### config.mk
export PLATFORM = sky130hd
export DESIGN_NAME = spi_slave_sync
export DESIGN_NICKNAME = d
export VERILOG_FILES = /design/src/rtl/spi_slave_sync.sv
export SDC_FILE = /design/constraint.sdc
export NUM_CORES = 1
export LEC_CHECK = 0
export BUFFER_PORTS_ARGS = -buffer_cell sky130_fd_sc_hd__buf_2
export CAP_MARGIN = 20
export CORE_UTILIZATION = 45
export DETAILED_ROUTE_END_ITERATION = 8
export GPL_ROUTABILITY_DRIVEN = 0
export PLACE_DENSITY = 0.66
export SYNTH_ARGS = -nofsm -noshare
export SYNTH_HDL_FRONTEND = slang
export SYNTH_SLANG_ARGS = --single-unit
### constraint.sdc
create_clock -name clk -period 4.58 [get_ports clk]
set_clock_uncertainty 0.1 [all_clocks]
set_input_delay 0.687 -clock clk [delete_from_list [all_inputs] [get_ports clk]]
set_output_delay 0.687 -clock clk [all_outputs]
set_load 0.005 [all_outputs]
### src/rtl/spi_slave_sync.sv
// spi_slave_sync: SPI slave running in the system clock domain.
// Synchronises the SPI pins, detects SCLK edges for any CPOL/CPHA mode and
// exchanges DATA_WIDTH-bit words (MSB first), back-to-back within a frame.
// Ports:
//   clk, rst            system clock, synchronous active-high reset
//   sclk, cs_n, mosi    asynchronous SPI pins from the master
//   miso, miso_oe       slave data out and its pad output enable
//   tx_data/valid/ready TX holding register handshake
//   rx_data/valid/ready received word handshake
//   rx_overrun          pulse: completed word dropped, previous one still pending
//   frame_err           pulse: cs_n released in the middle of a word
//   busy                a frame is being served
module spi_slave_sync #(
    parameter int unsigned DATA_WIDTH  = 8,
    parameter int unsigned CPOL        = 0,
    parameter int unsigned CPHA        = 0,
    parameter int unsigned SYNC_STAGES = 2
) (
    input  logic                  clk,
    input  logic                  rst,
    input  logic                  sclk,
    input  logic                  cs_n,
    input  logic                  mosi,
    output logic                  miso,
    output logic                  miso_oe,
    input  logic [DATA_WIDTH-1:0] tx_data,
    input  logic                  tx_valid,
    output logic                  tx_ready,
    output logic [DATA_WIDTH-1:0] rx_data,
    output logic                  rx_valid,
    input  logic                  rx_ready,
    output logic                  rx_overrun,
    output logic                  frame_err,
    output logic                  busy
);

    localparam int unsigned CNT_W = (DATA_WIDTH > 2) ? $clog2(DATA_WIDTH) : 1;
    localparam logic IDLE_LVL = 1'(CPOL);
    localparam logic [CNT_W-1:0] LAST_BIT = CNT_W'(DATA_WIDTH - 1);

    typedef enum logic [1:0] {WAIT_IDLE, IDLE, ACTIVE} state_t;

    state_t                  state;
    logic [SYNC_STAGES-1:0]  sclk_sync;
    logic [SYNC_STAGES-1:0]  cs_sync;
    logic [SYNC_STAGES-1:0]  mosi_sync;
    logic [SYNC_STAGES-1:0]  warm;
    logic                    sclk_prev;
    logic [CNT_W-1:0]        bit_cnt;
    logic                    word_done;
    logic [DATA_WIDTH-2:0]   rx_sr;
    logic [DATA_WIDTH-1:0]   tx_sr;
    logic [DATA_WIDTH-1:0]   tx_hold;

    logic                    sclk_s, cs_n_s, mosi_s, warm_c;
    logic                    leading_c, trailing_c, sample_c, shift_c;
    logic                    start_c, run_c, word_c, act_nxt_c;
    logic                    reload_c, take_c, load_c, shift_ok_c;
    logic [DATA_WIDTH-1:0]   rx_word_c;
    logic [DATA_WIDTH-1:0]   tx_sr_nxt_c;

    assign sclk_s = sclk_sync[SYNC_STAGES-1];
    assign cs_n_s = cs_sync[SYNC_STAGES-1];
    assign mosi_s = mosi_sync[SYNC_STAGES-1];
    // warm marks that the reset fill of the synchronisers has been flushed,
    // so cs_n_s reflects the pin and a frame open across reset stays ignored.
    assign warm_c = warm[SYNC_STAGES-1];

    // Pin synchronisers and previous-SCLK register for edge detection.
    always_ff @(posedge clk) begin
        if (rst) begin
            sclk_sync <= {SYNC_STAGES{IDLE_LVL}};
            cs_sync   <= '1;
            mosi_sync <= '0;
            warm      <= '0;
            sclk_prev <= IDLE_LVL;
        end else begin
            sclk_sync <= {sclk_sync[SYNC_STAGES-2:0], sclk};
            cs_sync   <= {cs_sync[SYNC_STAGES-2:0], cs_n};
            mosi_sync <= {mosi_sync[SYNC_STAGES-2:0], mosi};
            warm      <= {warm[SYNC_STAGES-2:0], 1'b1};
            sclk_prev <= sclk_s;
        end
    end

    // Edge classification, handshake qualifiers and next TX shift value.
    always_comb begin
        leading_c   = (sclk_prev == IDLE_LVL) && (sclk_s != IDLE_LVL);
        trailing_c  = (sclk_prev != IDLE_LVL) && (sclk_s == IDLE_LVL);
        sample_c    = (CPHA == 0) ? leading_c : trailing_c;
        shift_c     = (CPHA == 0) ? trailing_c : leading_c;
        start_c     = (state == IDLE) && !cs_n_s;
        run_c       = (state == ACTIVE) && !cs_n_s;
        act_nxt_c   = start_c || run_c;
        word_c      = run_c && sample_c && (bit_cnt == LAST_BIT);
        rx_word_c   = {rx_sr, mosi_s};
        // CPHA=1 presents the next MSB right at the word-complete sample edge;
        // CPHA=0 waits for the following shift edge.
        reload_c    = start_c ||
                      ((CPHA == 0) ? (run_c && shift_c && word_done) : word_c);
        // The first shift edge of a CPHA=1 word would skip the MSB.
        shift_ok_c  = run_c && shift_c &&
                      ((CPHA == 0) ? !word_done : (bit_cnt != '0));
        take_c      = reload_c && !tx_ready;
        load_c      = tx_valid && tx_ready;
        tx_sr_nxt_c = tx_sr;
        if (reload_c) begin
            tx_sr_nxt_c = tx_ready ? '0 : tx_hold;
        end else if (shift_ok_c) begin
            tx_sr_nxt_c = tx_sr << 1;
        end
    end

    // Frame FSM, bit counter, shift registers and both handshakes.
    always_ff @(posedge clk) begin
        if (rst) begin
            state      <= WAIT_IDLE;
            bit_cnt    <= '0;
            word_done  <= 1'b0;
            rx_sr      <= '0;
            tx_sr      <= '0;
            tx_hold    <= '0;
            tx_ready   <= 1'b1;
            rx_data    <= '0;
            rx_valid   <= 1'b0;
            rx_overrun <= 1'b0;
            frame_err  <= 1'b0;
            miso       <= 1'b0;
            miso_oe    <= 1'b0;
            busy       <= 1'b0;
        end else begin
            rx_overrun <= 1'b0;
            frame_err  <= 1'b0;
            tx_sr      <= tx_sr_nxt_c;
            miso       <= act_nxt_c & tx_sr_nxt_c[DATA_WIDTH-1];
            miso_oe    <= act_nxt_c;
            busy       <= act_nxt_c;

            // A new word takes priority over emptying: tx_ready stays low.
            if (load_c) begin
                tx_hold  <= tx_data;
                tx_ready <= 1'b0;
            end else if (take_c) begin
                tx_ready <= 1'b1;
            end

            case (state)
                WAIT_IDLE: begin
                    if (warm_c && cs_n_s) begin
                        state <= IDLE;
                    end
                end
                IDLE: begin
                    if (!cs_n_s) begin
                        state     <= ACTIVE;
                        bit_cnt   <= '0;
                        word_done <= 1'b0;
                    end
                end
                ACTIVE: begin
                    if (cs_n_s) begin
                        state     <= IDLE;
                        frame_err <= (bit_cnt != '0);
                        bit_cnt   <= '0;
                        word_done <= 1'b0;
                    end else if (sample_c) begin
                        rx_sr <= rx_word_c[DATA_WIDTH-2:0];
                        if (word_c) begin
                            bit_cnt   <= '0;
                            word_done <= 1'b1;
                        end else begin
                            bit_cnt <= bit_cnt + CNT_W'(1);
                        end
                    end else if (shift_c) begin
                        word_done <= 1'b0;
                    end
                end
                default: state <= WAIT_IDLE;
            endcase

            // Completed word lands unless an unread one is still held.
            if (word_c) begin
                if (!rx_valid || rx_ready) begin
                    rx_data  <= rx_word_c;
                    rx_valid <= 1'b1;
                end else begin
                    rx_overrun <= 1'b1;
                end
            end else if (rx_ready) begin
                rx_valid <= 1'b0;
            end
        end
    end

endmodule

# After elaboration in Yosys (flattened, before gate mapping)
# Index checks and enable logic that the tools add are counted.
word_totals:
  elab_cells: 95
  in_bits: 15
  register_bits: 52
  output_inout_bits: 15
op_classes:
  mux: 25
  bitwise_logic: 6
  n_eq_ne: 10
  add_sub_neg: 1
  reduce_logical: 33
ops:
  columns: ["operator", "count"]
  rows:
  - ["two-way mux 8 bit", 3]
  - ["logical AND 1 bit", 12]
  - ["two-way mux 1 bit", 12]
  - ["two-way mux 3 bit", 4]
  - ["AND reduction 3 bit", 3]
  - ["inequality test 4 bit (second input constant)", 2]
  - ["nonzero test 2 bit", 4]
  - ["two-way mux 2 bit", 3]
  - ["inequality test 2 bit (second input constant)", 3]
  - ["one-hot mux 2 bit (3 select lines)", 1]
  - ["one-hot mux 3 bit (2 select lines)", 1]
  - ["NOT 1 bit", 5]
  - ["logical NOT 1 bit", 4]
  - ["AND reduction 2 bit", 2]
  - ["AND reduction 4 bit", 1]
  - ["adder 3 x 1 -> 3 bit (second input constant)", 1]
  - ["equality test 3 bit (second input constant)", 1]
  - ["logical OR 1 bit", 3]
  - ["inequality test 3 bit (second input constant)", 1]
  - ["nonzero test 3 bit", 1]
  - ["OR reduction 3 bit", 1]
  - ["equality test 2 x 1 -> 1 bit (second input constant)", 1]
  - ["equality test 2 bit (second input constant)", 1]
  - ["logical NOT 2 bit", 1]
  - ["other kinds (4)", 4]

# Depth between registers and ports, before layout
logic_depth:
  word_depth: 8
  mapped_depth: 7
  mapped_depth_nobuf: 5

# Worst setup path after synthesis
# OpenSTA, ideal clock, no wires.
synth_path:
  kind: "reg2reg"
  from: "register cs_sync[1]"
  to: "register tx_sr[0]"
  slack_ps: 2951
  setup_ps: 65
  required_ps: 4415
  path_stages_with_launch: 8
  n_path_buf: 3
  period_less_slack_ps: 1629
  arrival_time_ps: 1464
  path_cell_list: "dfxtp_1 buf_6 or3b_1 buf_6 o31a_1 buf_6 o32a_1 nor2_1"
synth_between:
  elab_chain_cells: 6
  elab_cells_between_ends: 9
  cone_classes: "mux (1); reduce/logical (8)"
synth_rtl:
  columns: ["element", "line_no", "rtl"]
  rows:
  - ["from (decl)", "45", "logic [SYNC_STAGES-1:0] cs_sync;"]
  - ["from (signal assigned)", "79", "cs_sync <= {cs_sync[SYNC_STAGES-2:0], cs_n};"]
  - ["logical NOT 1 bit (*)", null, null]
  - ["logical AND 1 bit", "93", "run_c = (state == ACTIVE) && !cs_n_s;"]
  - ["logical AND 1 bit", "100, 102", null]
  - ["logical AND 1 bit", "100", "((CPHA == 0) ? (run_c && shift_c && word_done) : word_c);"]
  - ["logical OR 1 bit", "99", "reload_c = start_c ||"]
  - ["two-way mux 8 bit / nonzero test 2 bit (equally long branches)", null, null]
  - ["to (signal assigned)", "134", "tx_sr <= tx_sr_nxt_c;"]
  - ["to (decl)", "52", "logic [DATA_WIDTH-1:0] tx_sr;"]
# Every way passes the cells marked *; elsewhere a longest branch is shown, timed or not.
# A chain may end at the register's enable or synchronous reset.

# Worst setup path after layout
layout_path:
  from: "register tx_ready"
  to: "output port tx_ready"
layout_rtl:
  columns: ["element", "line_no", "rtl"]
  rows:
  - ["from (decl)", "28", "output logic tx_ready,"]
  - ["from (signal assigned)", "123", "tx_ready <= 1'b1;"]
  - ["from (signal assigned)", "142", "tx_ready <= 1'b0;"]
  - ["from (signal assigned)", "144", "tx_ready <= 1'b1;"]
# No word-level cell between the ends.

==> results.md <==
* Status: complete, no violations
* Fraction of the yosys area taken by sequential cells at 0.533
* Worst hold path startpoint: cs_sync[0]$_SDFF_PP1_
* Reg clk slew, reported paths at 90 ps
* Crit path max fanout at 14
* Ys Warns at 0
* Post-cts repair resize count at 0
* First-pass iteration count of the detailed router at 4
* First-pass GRT wire length at 5.93 mm
* Post-Syn Area at 0.00195 sq mm
* Number of enable flip-flop cells after synthesis at 0
* Smallest hold slack at 319 ps
* Asr flop ratio synth at 0
* Worst-case clock buffer depth at 2
* Worst Hold Class: flip-flop to flip-flop
* Number of buffer and inverter stages on the critical path at 1
* Crit path launch: tx_ready$_SDFFE_PP1P_
* Startpoint of the lowest-slack register-to-register path: state[0]$_SDFFE_PP0P_
* Crit start category: flip-flop
* Final HPWL DP at 2.27 mm
* Slew at the pin with the worst max-slew slack at 717 ps
* Cell type contributing the most total cell area after synthesis: sky130_fd_sc_hd__dfxtp_1
* Worst vdd rail ir drop at 0.204 mV
* Die area at 0.00461 sq mm
* Number of nets still failing antenna checks after routing at 0
* TritonCTS sink count at 52
* Maximum level of the CTS H-tree at 2
* Top cells by area, synth: sky130_fd_sc_hd__dfxtp_1, sky130_fd_sc_hd__a21oi_1, sky130_fd_sc_hd__nand2_1
* Slew headroom at 0.522
* I/O pin count at 30
* Detail-routed via count per cell at 5.17
* N_diodes at 0
* Commonest cells post-synth: sky130_fd_sc_hd__dfxtp_1, sky130_fd_sc_hd__nand2_1, sky130_fd_sc_hd__a21oi_1, sky130_fd_sc_hd__nor2_1, sky130_fd_sc_hd__nand3_1
* Final max-slew violation count at 0
* Slowest-stage cell, CP: sky130_fd_sc_hd__dfxtp_1
* Setup TNS Final at 0 ps
* Most common cell in the netlist: sky130_fd_sc_hd__dfxtp_1
* GR Util All Layers at 0.174
* Hold violation count in the final report at 0
* Share of final-layout standard cells stronger than drive strength 1 at 0.169
* Number of antenna violations at the first check in global routing at 0
* Number of storage elements in the synthesis netlist at 52
* CP top delay family: flip-flops
* Nets at 254
* RSZ-0062 raised after global routing: false
* Share of the clock period used by the worst path at 0.412
* Layout fillers at 404
* Total of endpoints with negative setup slack in the final report at 0
* Hold buffers post-CTS at 0
* Ordered list of cells on the worst path: buf_2
* Number of buffers inserted during clock tree synthesis at 5
* FMAX at 530 MHz
* Drc violations at 0
* Post-layout min period at 1890 ps
* Average detailed-routed wire length per instance at 11.6 microns
* Number of global-route vias before repair at 1,347
* Total global routing overflow at 0
* Total via count in the routed design at 1,483
* Nature of the critical path endpoint: primary output
* Number of design-rule violations left by the first detailed-router iteration at 67
* Max incr delay on CP at 600 ps
* Data required, critical path at 3790 ps
* Number of unique standard cell types used by synthesis at 37
* Die H at 67.9 microns
* Area overhead of the layout relative to synthesis at 12.6%
* Detailed-route wire length at 3.32 mm
* CP Class: flip-flop to primary output
* Max-cap check violation count at 0
* Buffer type at the clock tree root: sky130_fd_sc_hd__clkbuf_8
* Reported leakage power at 0.936 nW
* Post-synthesis average cell area at 9.22 sq um
* Clock tree from TritonCTS: built
* Total power divided by cell area at 368 mW/mm^2
* Core footprint at 0.00409 sq mm
* Port buffer count at 29
* Synthesized instance count at 212
* Cell Rows at 23
* Worst path arrival time at 1100 ps
* Fraction of synthesized cell area taken by the top area cell type at 0.533
* Width of the die at 67.9 microns
* Post-synth net total at 230
* Buffers inserted during post-CTS setup optimization at 0
* Clock latency on the worst-skew pair at 300 ps
* Initial cell density of the core at 0.478
* Commonest register cell after synthesis: sky130_fd_sc_hd__dfxtp_1
* Largest net degree at the start of global routing at 42
==> cells in the final DEF (no fill, tap or decap), types with 3 or more instances in the layout <==
cell type	synthesis	final
sky130_fd_sc_hd__a211oi_1	4	4
sky130_fd_sc_hd__o21ai_0	3	3
sky130_fd_sc_hd__mux2i_1	8	8
sky130_fd_sc_hd__a21oi_1	25	25
sky130_fd_sc_hd__dfxtp_1	52	52
sky130_fd_sc_hd__nand2b_1	3	3
sky130_fd_sc_hd__nor2_1	15	15
sky130_fd_sc_hd__nor3_1	3	3
sky130_fd_sc_hd__inv_1	8	8
sky130_fd_sc_hd__ha_1	3	3
sky130_fd_sc_hd__o221ai_1	5	5
sky130_fd_sc_hd__nand3_1	12	12
sky130_fd_sc_hd__nand2_1	29	29
sky130_fd_sc_hd__nor2b_1	9	9
sky130_fd_sc_hd__clkbuf_8	0	5
sky130_fd_sc_hd__buf_2	1	29
==> where the power goes <==
group | leakage [nW] | switching, mW | total, mW | internal (mW)
sequential | 0.423 | 0.00766 | 0.469 | 0.462
combinational | 0.459 | 0.0185 | 0.0323 | 0.0138
clock | 0.0541 | 0.146 | 0.308 | 0.162
total | 0.936 | 0.172 | 0.810 | 0.637
==> through the flow <==
| step | instance area, sq um | setup WS, ps | util | instances | total power [mW] |
|---|---|---|---|---|---|
| finish | 2200 | 2690 | 0.539 | 287 | 0.810 |
| global route | 2200 | 2480 | 0.539 | 287 | 0.845 |
| CTS | 2200 | 2680 | 0.539 | 287 | 0.822 |
| detailed placement | 2090 | 2350 | 0.511 | 279 | 0.513 |
| global placement | 2090 | 2350 | 0.511 | 279 | 0.512 |
| floorplan | 1950 | 2950 | - | 212 | 0.502 |
==> cell families (layout without fill, tap and decap cells) <==
| kind of cell | after synthesis | after routing | share of synthesized area |
|---|---|---|---|
| AO/OA/AOI/OAI | 45 | 45 | 0.143 |
| adder cells (fa/ha/maj) | 3 | 3 | 0.0192 |
| flip-flops | 52 | 52 | 0.533 |
| buffers and inverters | 21 | 46 | 0.0544 |
| multiplexers | 8 | 8 | 0.0410 |
| AND/OR/NAND/NOR | 83 | 83 | 0.210 |
==> flip-flops by register name, summed over array words and instances, names as in the netlist, 2 cells and up <==
signal	flops
state	2
rx_sr	7
tx_hold	8
sclk_sync	2
mosi_sync	2
tx_sr	8
rx_data	8
warm	2
cs_sync	2
bit_cnt	3
==> metal layers <==
layer / global-route usage / vias to the layer above / share of wire
li1: - / 773 / -
met1: 0.223 / 677 / 0.49
met2: 0.266 / 27 / 0.45
met3: 0.0550 / 6 / 0.045
met4: 0.0781 / 0 / 0.018
met5: 0 / - / 0
==> cell type report <==
cell class	instances	area, sq um	share of cell area
Multi-Input combinational cell	139	807	0.367
Clock inverter	3	42.5	0.0193
Inverter	9	33.8	0.0153
Clock buffer	5	68.8	0.0313
Timing Repair Buffer	29	145	0.0659
Tap cell	50	62.6	0.0284
Sequential cell	52	1040	0.473
==> worst paths after layout <==
path,slack [ps],cells past startpoint,endpoint
hold / removal,320,1,cs_sync[1]$_SDFF_PP1_
setup / recovery,2690,1,tx_ready
setup reg to reg,2760,4,tx_sr[7]$_SDFF_PP0_
hold reg to reg,320,1,cs_sync[1]$_SDFF_PP1_
(Power assumes the default switching activity.)
